`src/rtl/ram_arbiter.sv`:
```
`default_nettype none
// ============================================================================
//  Module      : ram_arbiter
//  Description : Shares one RAM read port and one write port between the
//                instruction-fetch (IF) and load/store (MEM) requesters.
//                MEM has fixed priority; IF is forced through after being
//                denied STARVE_LIMIT consecutive cycles. Responses are
//                registered and presented one cycle after the grant.
//  Revision    : 1.0 - initial release
// ============================================================================
module ram_arbiter #(
  parameter int ADDR_W       = 64,
  parameter int DATA_W       = 64,
  parameter int STARVE_LIMIT = 4
) (
  input  logic              clk,
  input  logic              rst,
  // instruction fetch requester
  input  logic              if_req_i,
  input  logic [ADDR_W-1:0] if_addr_i,
  output logic              if_ready_o,
  output logic              if_rvalid_o,
  output logic [DATA_W-1:0] if_rdata_o,
  // load/store requester
  input  logic              mem_req_i,
  input  logic              mem_we_i,
  input  logic [ADDR_W-1:0] mem_addr_i,
  input  logic [DATA_W-1:0] mem_wdata_i,
  output logic              mem_ready_o,
  output logic              mem_rvalid_o,
  output logic [DATA_W-1:0] mem_rdata_o,
  // RAM side
  output logic [ADDR_W-1:0] ram_raddr_o,
  input  logic [DATA_W-1:0] ram_rdata_i,
  output logic [ADDR_W-1:0] ram_waddr_o,
  output logic [DATA_W-1:0] ram_wdata_o,
  output logic              ram_we_o
);

  localparam logic [3:0] STARVE_MAX = 4'(STARVE_LIMIT);

  typedef enum logic [1:0] {
    S_IDLE    = 2'd0,
    S_IF_RSP  = 2'd1,
    S_MEM_RSP = 2'd2
  } state_t;

  state_t            state_q, state_d;
  logic [3:0]        starve_q, starve_d;
  logic [DATA_W-1:0] if_rdata_q, if_rdata_d;
  logic [DATA_W-1:0] mem_rdata_q, mem_rdata_d;
  logic              if_gnt, mem_gnt;

  // Grant selection: starved IF first, then MEM, then IF; nothing during reset
  always_comb begin
    if_gnt  = 1'b0;
    mem_gnt = 1'b0;
    if (!rst) begin
      if (if_req_i && (starve_q == STARVE_MAX)) begin
        if_gnt = 1'b1;
      end else if (mem_req_i) begin
        mem_gnt = 1'b1;
      end else if (if_req_i) begin
        if_gnt = 1'b1;
      end
    end
  end

  // Count consecutive denied IF cycles, saturating at the limit
  always_comb begin
    starve_d = 4'd0;
    if (if_req_i && !if_gnt) begin
      starve_d = (starve_q >= STARVE_MAX) ? STARVE_MAX : starve_q + 4'd1;
    end
  end

  // Next response state follows whichever requester was granted this cycle
  always_comb begin
    state_d = S_IDLE;
    if (if_gnt) begin
      state_d = S_IF_RSP;
    end else if (mem_gnt) begin
      state_d = S_MEM_RSP;
    end
  end

  // Capture read data on grant; a MEM write acknowledges with zero data
  always_comb begin
    if_rdata_d  = if_rdata_q;
    mem_rdata_d = mem_rdata_q;
    if (if_gnt) begin
      if_rdata_d = ram_rdata_i;
    end
    if (mem_gnt) begin
      mem_rdata_d = mem_we_i ? '0 : ram_rdata_i;
    end
  end

  // State, counter and response data registers
  always_ff @(posedge clk) begin
    if (rst) begin
      state_q     <= S_IDLE;
      starve_q    <= 4'd0;
      if_rdata_q  <= '0;
      mem_rdata_q <= '0;
    end else begin
      state_q     <= state_d;
      starve_q    <= starve_d;
      if_rdata_q  <= if_rdata_d;
      mem_rdata_q <= mem_rdata_d;
    end
  end

  assign if_ready_o   = if_gnt;
  assign mem_ready_o  = mem_gnt;
  assign if_rvalid_o  = (state_q == S_IF_RSP);
  assign mem_rvalid_o = (state_q == S_MEM_RSP);
  assign if_rdata_o   = if_rdata_q;
  assign mem_rdata_o  = mem_rdata_q;

  // The read port follows IF only when IF wins; otherwise it tracks MEM
  assign ram_raddr_o = if_gnt ? if_addr_i : mem_addr_i;
  assign ram_waddr_o = mem_addr_i;
  assign ram_wdata_o = mem_wdata_i;
  assign ram_we_o    = mem_gnt & mem_we_i;

endmodule
`default_nettype wire

```
`config.mk`:
```
export PLATFORM = sky130hd
export DESIGN_NAME = ram_arbiter
export DESIGN_NICKNAME = d
export VERILOG_FILES = /design/src/rtl/ram_arbiter.sv
export SDC_FILE = /design/constraint.sdc
export NUM_CORES = 1
export LEC_CHECK = 0
export BUFFER_PORTS_ARGS = -buffer_cell sky130_fd_sc_hd__buf_2
export CORE_AREA = 2 2 227 229
export DETAILED_ROUTE_END_ITERATION = 8
export DIE_AREA = 0 0 229 231
export GPL_ROUTABILITY_DRIVEN = 1
export PLACE_DENSITY = 0.45
export REMOVE_ABC_BUFFERS = 1
export SLEW_MARGIN = 10
export SYNTH_ARGS = -nofsm -noshare
export SYNTH_HDL_FRONTEND = slang
export SYNTH_SLANG_ARGS = --single-unit
```
`constraint.sdc`:
```
create_clock -name clk -period 2.6 [get_ports clk]
set_clock_uncertainty 0.05 [all_clocks]
set_input_delay 0.52 -clock clk [delete_from_list [all_inputs] [get_ports clk]]
set_output_delay 0.52 -clock clk [all_outputs]
set_load 0.1 [all_outputs]
```
# --- Word level (Yosys, flattened, before mapping) ---
# Index checks and enable logic that the tools add are counted.
totals:
  register_bits: 134
  output_inout_bits: 325
op_classes:
  n_addsub: 1
  n_lt_le_gt_ge: 1
  n_eq_ne: 3
  muxes: 12
  n_bitwise: 2
  n_reduce_logical: 6
op_table:
  columns: ["op", "n"]
  rows:
  - ["two-way mux 64 bit", 2]
  - ["two-way mux 1 bit", 8]
  - ["adder 4 x 1 -> 4 bit (second input constant)", 1]
  - ["equality test 4 x 3 -> 1 bit (second input constant)", 1]
  - ["greater-or-equal comparator 4 x 3 -> 1 bit (second input constant)", 1]
  - ["OR reduction 2 bit", 2]
  - ["two-way mux 3 bit", 1]
  - ["OR reduction 3 bit", 1]
  - ["equality test 2 x 1 -> 1 bit (second input constant)", 1]
  - ["equality test 2 bit (second input constant)", 1]
  - ["logical AND 1 bit", 2]
  - ["two-way mux 2 bit", 1]
  - ["AND 1 bit", 1]
  - ["zero test 1 bit", 1]
  - ["inverter 1 bit", 1]

# --- Logic depth before layout (Yosys ltp) ---
# Gate-level depths: netlist (run 1).
depth:
  word_depth: 8
  depth_mapped: 7
  depth_no_buf: 5

# --- Least setup slack after synthesis (run 1) ---
# OpenSTA, ideal clock, no wires.
synth_path:
  kind: "flip-flop to output port"
  start: "reg starve_q[0]"
  end: "out ram_we_o"
  arrival_time_ps: 3330
  required_time_ps: 2030
  setup_slack_ps: -1300
  path_stages_with_launch: 7
  n_path_buf: 1
  cell_sequence: "dfxtp_1 inv_1 ha_1 nand4b_1 clkbuf_1 nand2_1 nor3b_1"
synth_via:
  elab_chain_len: 5
synth_lines:
  columns: ["item", "line_no", "source"]
  rows:
  - ["start: declaration", "49", "logic [3:0] starve_q, starve_d;"]
  - ["start signal: assignment", "108", "starve_q <= starve_d;"]
  - ["equality test 4 x 3 -> 1 bit", "59", "if (if_req_i && (starve_q == STARVE_MAX)) begin"]
  - ["logical AND 1 bit", "59", null]
  - ["two-way mux 1 bit", "59", null]
  - ["two-way mux 1 bit", "58", "if (!rst) begin"]
  - ["AND 1 bit", "125", "assign ram_we_o = mem_gnt & mem_we_i;"]
  - ["end: declaration", "37", "output logic ram_we_o"]
# Every way passes these cells.

# --- Final worst setup path (run 1) ---
layout_path:
  start: "reg starve_q[1]"
  end: "out ram_raddr_o[27]"
layout_via:
  elab_chain_len: 5
layout_lines:
  columns: ["item", "line_no", "source"]
  rows:
  - ["equality test 4 x 3 -> 1 bit", "59", null]
  - ["logical AND 1 bit", "59", null]
  - ["two-way mux 1 bit", "59", null]
  - ["two-way mux 1 bit", "58", null]
  - ["two-way mux 64 bit", "122", "assign ram_raddr_o = if_gnt ? if_addr_i : mem_addr_i;"]
  - ["end: declaration", "33", "output logic [ADDR_W-1:0] ram_raddr_o,"]
# Every way passes these cells.

==> metrics, run 1 <==
status=finished with violations; drt drc=0; Clock transition at path regs=approximately 60 ps; RSZ-0062 raised after global routing=true; Placement Rows=83; Leak=4.526 nW; Post-DRT Antenna Nets=0; Final HPWL DP=38.71 mm; Startpoint Class=flip-flop; max-slew violations=0; GPL Wtd Cong=1.094; CP top delay family=buffers and inverters; final std cell area, no fill=10050 sq um; reg2reg setup slack=about 500 ps; synthesized area per cell=just under 10 sq um; dpl ws=-36.12 ps; Crit path largest cell delay=~360 ps; CTS tree=yes; I/O Buffers=around 460; fmax=between 300 and 400 MHz; nets=1252; Setup WS post-layout=-348.1 ps; vias in the first global route=between 6000 and 7000; via count=6619; Worst Path Class, Setup=flip-flop to primary output; Syn-to-layout area delta=53.10%; clk_lat worst skew=around 470 ps; failing checks=negative setup slack; crit path DAT=approximately 2400 ps; die area=52900 sq um; final core utilization=roughly a fifth; Fin Setup TNS=-18910 ps; initial antenna violation count=6; Detailed Routing Iterations Pass 1=4; highest-delay cell along the critical path=mux2_1; Post-Syn Instances=670; largest net degree at the start of global routing=65; Clock Tree Root=clkbuf_16; Initial Util=between 10% and 20%; crit path time final=just under 3000 ps; detailed-route wire length=approximately 47 mm; die height=about 230 microns; final worst-path cycle share=113.4%; # hold bufs at CTS=0; CP Cell Sequence=inv_2, ha_4, nand3b_1, a21oi_4, buf_12, buf_16, mux2_1, buf_6; FF+latch count, synth=around 130; H-tree Lvls=4; core area=~51000 sq um; final hold violations=0; I/O pin count=approximately 590; count of different cell masters after synthesis=24; Setup crit end kind=primary output; Total GRT Usage=between 10% and 20%; crit path max fanout=27; Num CTS Buffers=17; Yosys Warn Count=0; Clock Tree Buf Depth=2; share of cells above drive strength 1=a little under three fifths; wire length per cell=between 20 and 30 microns; IR Drop Worst-Case VDD=0.0004681 V; Mapped Area=between 6000 and 7000 sq um; # fillers=5738; DP Area=between 8000 and 9000 sq um; CP required=2030 ps; grt total ovfl=0; Worst Max-Slew Pin Slew=845.3 ps; Hold/Removal Path Class=input pin to flip-flop; top cells by area, synth=dfxtp_1 41%, buf_4 15%, nand4b_1 8.7%, a22o_1 8.5%, mux2_2 6.5%; first-pass GRT wire length=between 60 and 70 mm; Num Clock Sinks=~130; register area share after synthesis=between 40 and 50%; # setup viols final=64; Max-slew headroom=between 40 and 50%; vias per cell=~4; Die Span X=between 200 and 250 microns; area leader, netlist=dfxtp_1; Max-Cap Viols=0; number of buffers and inverters on the critical path=4; PD cells=around 750 nW/um^2; Synth top area share=slightly above 40%; 1st-iter DRT viols=approximately 330
==> routing by layer <==
| metal | wire, microns | GRT usage [%] | vias to the layer above |
|---|---|---|---|
| met5 | 251 | 3.033 | - |
| met2 | 18620 | 23.56 | 492 |
| li1 | - | - | 2949 |
| met1 | 14330 | 14.66 | 3117 |
| met4 | 1050 | 5.519 | 8 |
| met3 | 12600 | 22.47 | 53 |
==> power by group <==
group / switching (mW) / internal, mW
combinational: 2.05 / 0.557
sequential: 0.0477 / 2.15
clock: 1.06 / 1.64
==> placed cells by master, fill, tap and decap left out, types with 2 or more instances in the layout <==
master        n
clkinv_4      3
bufinv_16     4
buf_8         2
mux2_4       11
inv_2         3
inv_6         2
diode_2       3
mux2_2       27
mux2_1       26
clkinvlp_4    2
nor2_1        4
dfxtp_1     132
buf_2       388
dfxtp_2       2
buf_6        54
a21oi_1      65
buf_12       16
buf_4        30
a22o_1       64
nor3_1        2
nor2b_1       2
nand4b_1     65
o21ai_0      64
clkbuf_16    17
==> sequential cells by signal, indices dropped and copies added (netlist names) <==
register,count
starve_q,4
state_q,2
mem_rdata_o,64
if_rdata_o,64
==> final cells by class <==
class,instances,area [sq um],area share [%]
clock inverters,13,195.2,1.942
inverters,4,15.01,0.1494
multi-input cells,341,2701,26.88
repair buffers,491,3153,31.37
well taps,680,850.8,8.465
flip-flops and latches,134,2685,26.71
diodes,3,7.507,0.07469
clock buffers,19,442.9,4.407
==> final timing paths <==
check,start,endpoint,depth (start not counted)
worst min-delay path,ram_rdata_i[7],if_rdata_o[7],2
worst max-delay path,starve_q[1],ram_raddr_o[27],8
worst min register to register,mem_rdata_o[58],mem_rdata_o[58],2
worst max register to register,starve_q[0],mem_rdata_o[5],8
==> cell families after synthesis <==
| kind of cell | Yosys count | synth area share, % |
|---|---|---|
| multiplexers | 64 | 10.98 |
| other | 1 | 0.05712 |
| adder cells (fa/ha/maj) | 2 | 0.3811 |
| buffers and inverters | 195 | 19.08 |
| AND/OR/NAND/NOR | 79 | 9.891 |
| flip-flops | 134 | 40.86 |
| AO/OA/AOI/OAI | 195 | 18.75 |
==> synth_stat cells <==
library cell  instances
nor2b_1               2
nand2b_1              1
nand2_1               1
and4b_1               1
buf_2                17
buf_4               133
a211oi_4              1
nor3b_1               1
inv_1                 3
inv_2                 1
mux2_1               26
ha_1                  2
a21oi_1              66
conb_1                1
a22o_1               64
or4_1                 1
o21ai_0              64
mux2_2               38
dfxtp_1             134
clkbuf_1             41
nor3_1                2
nand4b_1             65
nand3b_1              1
nor2_1                4
==> metrics by stage <==
step	hold slack (ps)	power [mW]	cells
6_report	229.7	7.509	1685
5_1_grt	206.2	7.770	1683
4_1_cts	171.1	7.601	1681
3_5_place_dp	398.7	4.687	1645
3_3_place_gp	377.6	4.689	1645
2_1_floorplan	367.3	3.706	479
==> timing repair <==
item,CTS,global route
resized for setup,162,14
setup endpoints to repair,65,66
pin swaps,1,1
buffers inserted,4,2
Note: power is estimated with default switching activity, not from simulation.
==> run 2, diff against run 1 <==
Settings changed: PLACE_DENSITY 0.45 to 0.42.
==> run 2 against run 1 <==
- first-iteration DRC count is 4.9% higher
- final cell count grew 1.2%
- register-to-register slack got worse by 420 ps
- sequential power hardly changed
- the flow still finishes with violations (negative setup slack)
- count of clock-buffer cells in the layout fell by 1
- total power up 2.4%
- clock power barely moved
- non-clock buffer count increased by 20
- wire length up 4.1%
- via count up 1.2%
- highest routed layer unchanged
- sequential share of layout area is 2.0 points lower
==> metrics, run 2 (synthesized netlist as in run 1, its figures left out) <==
Setup WS post-layout=-250.4 ps (+97.68 ps); clk_lat worst skew=470 ps (about the same); Startpoint Class=flip-flop; CP required=2030 ps (about the same); hold-critical path depth=2 (unchanged); Leak=4.927 nW (+8.8%); Clock Tree Buf Depth=2 (unchanged); Worst Reg-to-Reg Cells=18 (+10); 1st-iter DRT viols=345 (+4.9%); I/O pin count=586 (unchanged); vias in the first global route=6569 (+3.1%); I/O Buffers=457 (unchanged); Worst Path Class, Setup=flip-flop to primary output; Max-slew headroom=44.21% (+0.56 points); Max-Cap Viols=0 (unchanged); part of the power in combinational logic=36.6% (+1.8 points); Worst Max-Slew Pin Slew=836.9 ps (-8.362 ps); Clock transition at path regs=60 ps (about the same); Internal=4.482 mW (+3.1%); RSZ-0062 raised after global routing=true; drt drc=0 (unchanged); crit path max fanout=8 (-70%); switching share of power=41.69% (-0.44 points); commonest non-fill, non-tap cell in the layout=buf_2; dpl ws=102.7 ps (+138.8 ps); GPL Wtd Cong=1.140 (+4.2%); share of cells above drive strength 1=60.47% (+3.6 points); Final HPWL DP=40.92 mm (+5.7%); Hold/Removal Path Class=input pin to flip-flop; grt total ovfl=0 (unchanged); die height=231 microns (unchanged); # setup viols final=64 (unchanged); Total GRT Usage=18.11% (+0.83 points); Num Clock Sinks=134 (unchanged); nets=1272 (+1.6%); NetSw=3.205 mW (+1.3%); Detailed Routing Iterations Pass 1=5 (+1); status=finished with violations; first-pass GRT wire length=63.67 mm (+5.5%); reg2reg setup slack=70 ps (-420 ps); Initial Util=12.95% (unchanged); PD cells=706.4 nW/um^2 (-5.5%); failing checks=negative setup slack; Num CTS Buffers=17 (unchanged); Die Span X=229 microns (unchanged); Post-DRT Antenna Nets=0 (unchanged); crit path time final=2850 ps (-97.68 ps); Syn-to-layout area delta=65.77%; RR Endpoint=state_q[0]; worst hold start=ram_rdata_i[58]; vias per cell=3.929 (about the same); most frequent cells in the layout=390 x buf_2, 132 x dfxtp_1, 70 x buf_12, 65 x nand4b_1; max-slew violations=0 (unchanged); WHS Endpoint=if_rdata_o[58]; via count=6699 (+1.2%); final worst-path cycle share=109.6% (-3.8 points); initial antenna violation count=10 (+4); crit path DAT=2280 ps (-100 ps); CTS tree=yes; H-tree Lvls=4 (unchanged); detailed-route wire length=48.80 mm (+4.1%); core area=50680 sq um (unchanged); Critical R2R Launch=starve_q[0]; Placement Rows=83 (unchanged); power share of the clock group=34.9% (-1.1 points); final hold violations=0 (unchanged); die area=52900 sq um (unchanged); wire length per cell=28.62 microns (+2.9%); largest net degree at the start of global routing=65 (unchanged); Seq pwr share=28.5% (-0.7 points); WHS=231.7 ps (+1.957 ps); Setup crit end kind=primary output; IR Drop Worst-Case VDD=0.0004572 V (-2.3%); Clock Tree Root=clkbuf_16; fmax=350.8 MHz (+3.4%)
run 2: cell count changes in the layout (fill, tap and decap cells not counted), moves of 2 or more:
cell	delta
buf_6	-40
buf_12	+54
buf_2	+2
mux2_2	-7
buf_8	+4
mux2_1	-26
mux2_4	+33
clkinv_4	-2
run 2: worst max-delay path by stage:
stage / slack, ps / cells after the start / from / endpoint
2_1_floorplan: -6990 / 3 / rst / ram_raddr_o[0]
3_3_place_gp: 120 / 7 / rst / ram_raddr_o[39]
3_5_place_dp: 100 / 7 / rst / ram_raddr_o[39]
4_1_cts: -340 / 9 / starve_q[0] / ram_raddr_o[32]
5_1_grt: -350 / 9 / starve_q[1] / ram_raddr_o[12]
6_report: -250 / 9 / starve_q[0] / ram_raddr_o[39]
run 2: worst max-delay path: stages (launching register included):
cell	delay, ps
dfxtp_2	320
inv_2	60
ha_4	140
nand3b_1	140
a21oi_4	180
buf_6	120
buf_12	150
buf_12	160
mux2_4	330
buf_12	170
run 2: power by group through the flow:
stage,Clock (mW),Sequential (mW),Combinational (mW)
after floorplan,0,2.88,0.826
after global placement,0,2.24,2.73
after detailed placement,0,2.24,2.73
after CTS,2.81,2.19,2.79
after global routing,2.87,2.20,2.88
final,2.68,2.19,2.81
run 2: what timing repair did:
item                       in CTS  in global routing
gates cloned                    1                  1
gates resized for setup        71                 37
hold buffers                    0                  0
setup buffers                  21                  3
setup endpoints to repair      65                 66
pin swaps                       1                  3
hold endpoints to repair        0                  0
run 2: area by class of cell:
type,count,area [sq um]
fill,5637,39800
antenna,3,7.507
tap,680,850.8
clock inverter,14,198.9
multi-input combinational,341,2845
sequential,134,2685
inverter,4,15.01
timing repair buffer,511,3851
clock buffer,18,429.2
run 2: metal layers:
metal	part of all wire (%)	wire, microns	track usage, %	vias up
met5	0.74	359	4.779	-
met1	30	14840	15.62	3146
met4	2.5	1196	6.250	6
met2	40	19550	24.93	505
met3	26	12860	22.31	50
li1	-	-	-	2992
run 2: through the flow:
| stage | std cells | power, mW | setup TNS [ps] | instance area [sq um] | utilization [%] |
|---|---|---|---|---|---|
| 3_5_place_dp | 1647 | 4.971 | 0 | 9754 | 19.25 |
| 4_1_cts | 1701 | 7.791 | -19120 | 10730 | 21.17 |
| 6_report | 1705 | 7.688 | -13320 | 10880 | 21.47 |
| 2_1_floorplan | 479 | 3.706 | -822500 | 5328 | - |
| 3_3_place_gp | 1647 | 4.969 | 0 | 9754 | 19.25 |
| 5_1_grt | 1703 | 7.957 | -20400 | 10880 | 21.46 |
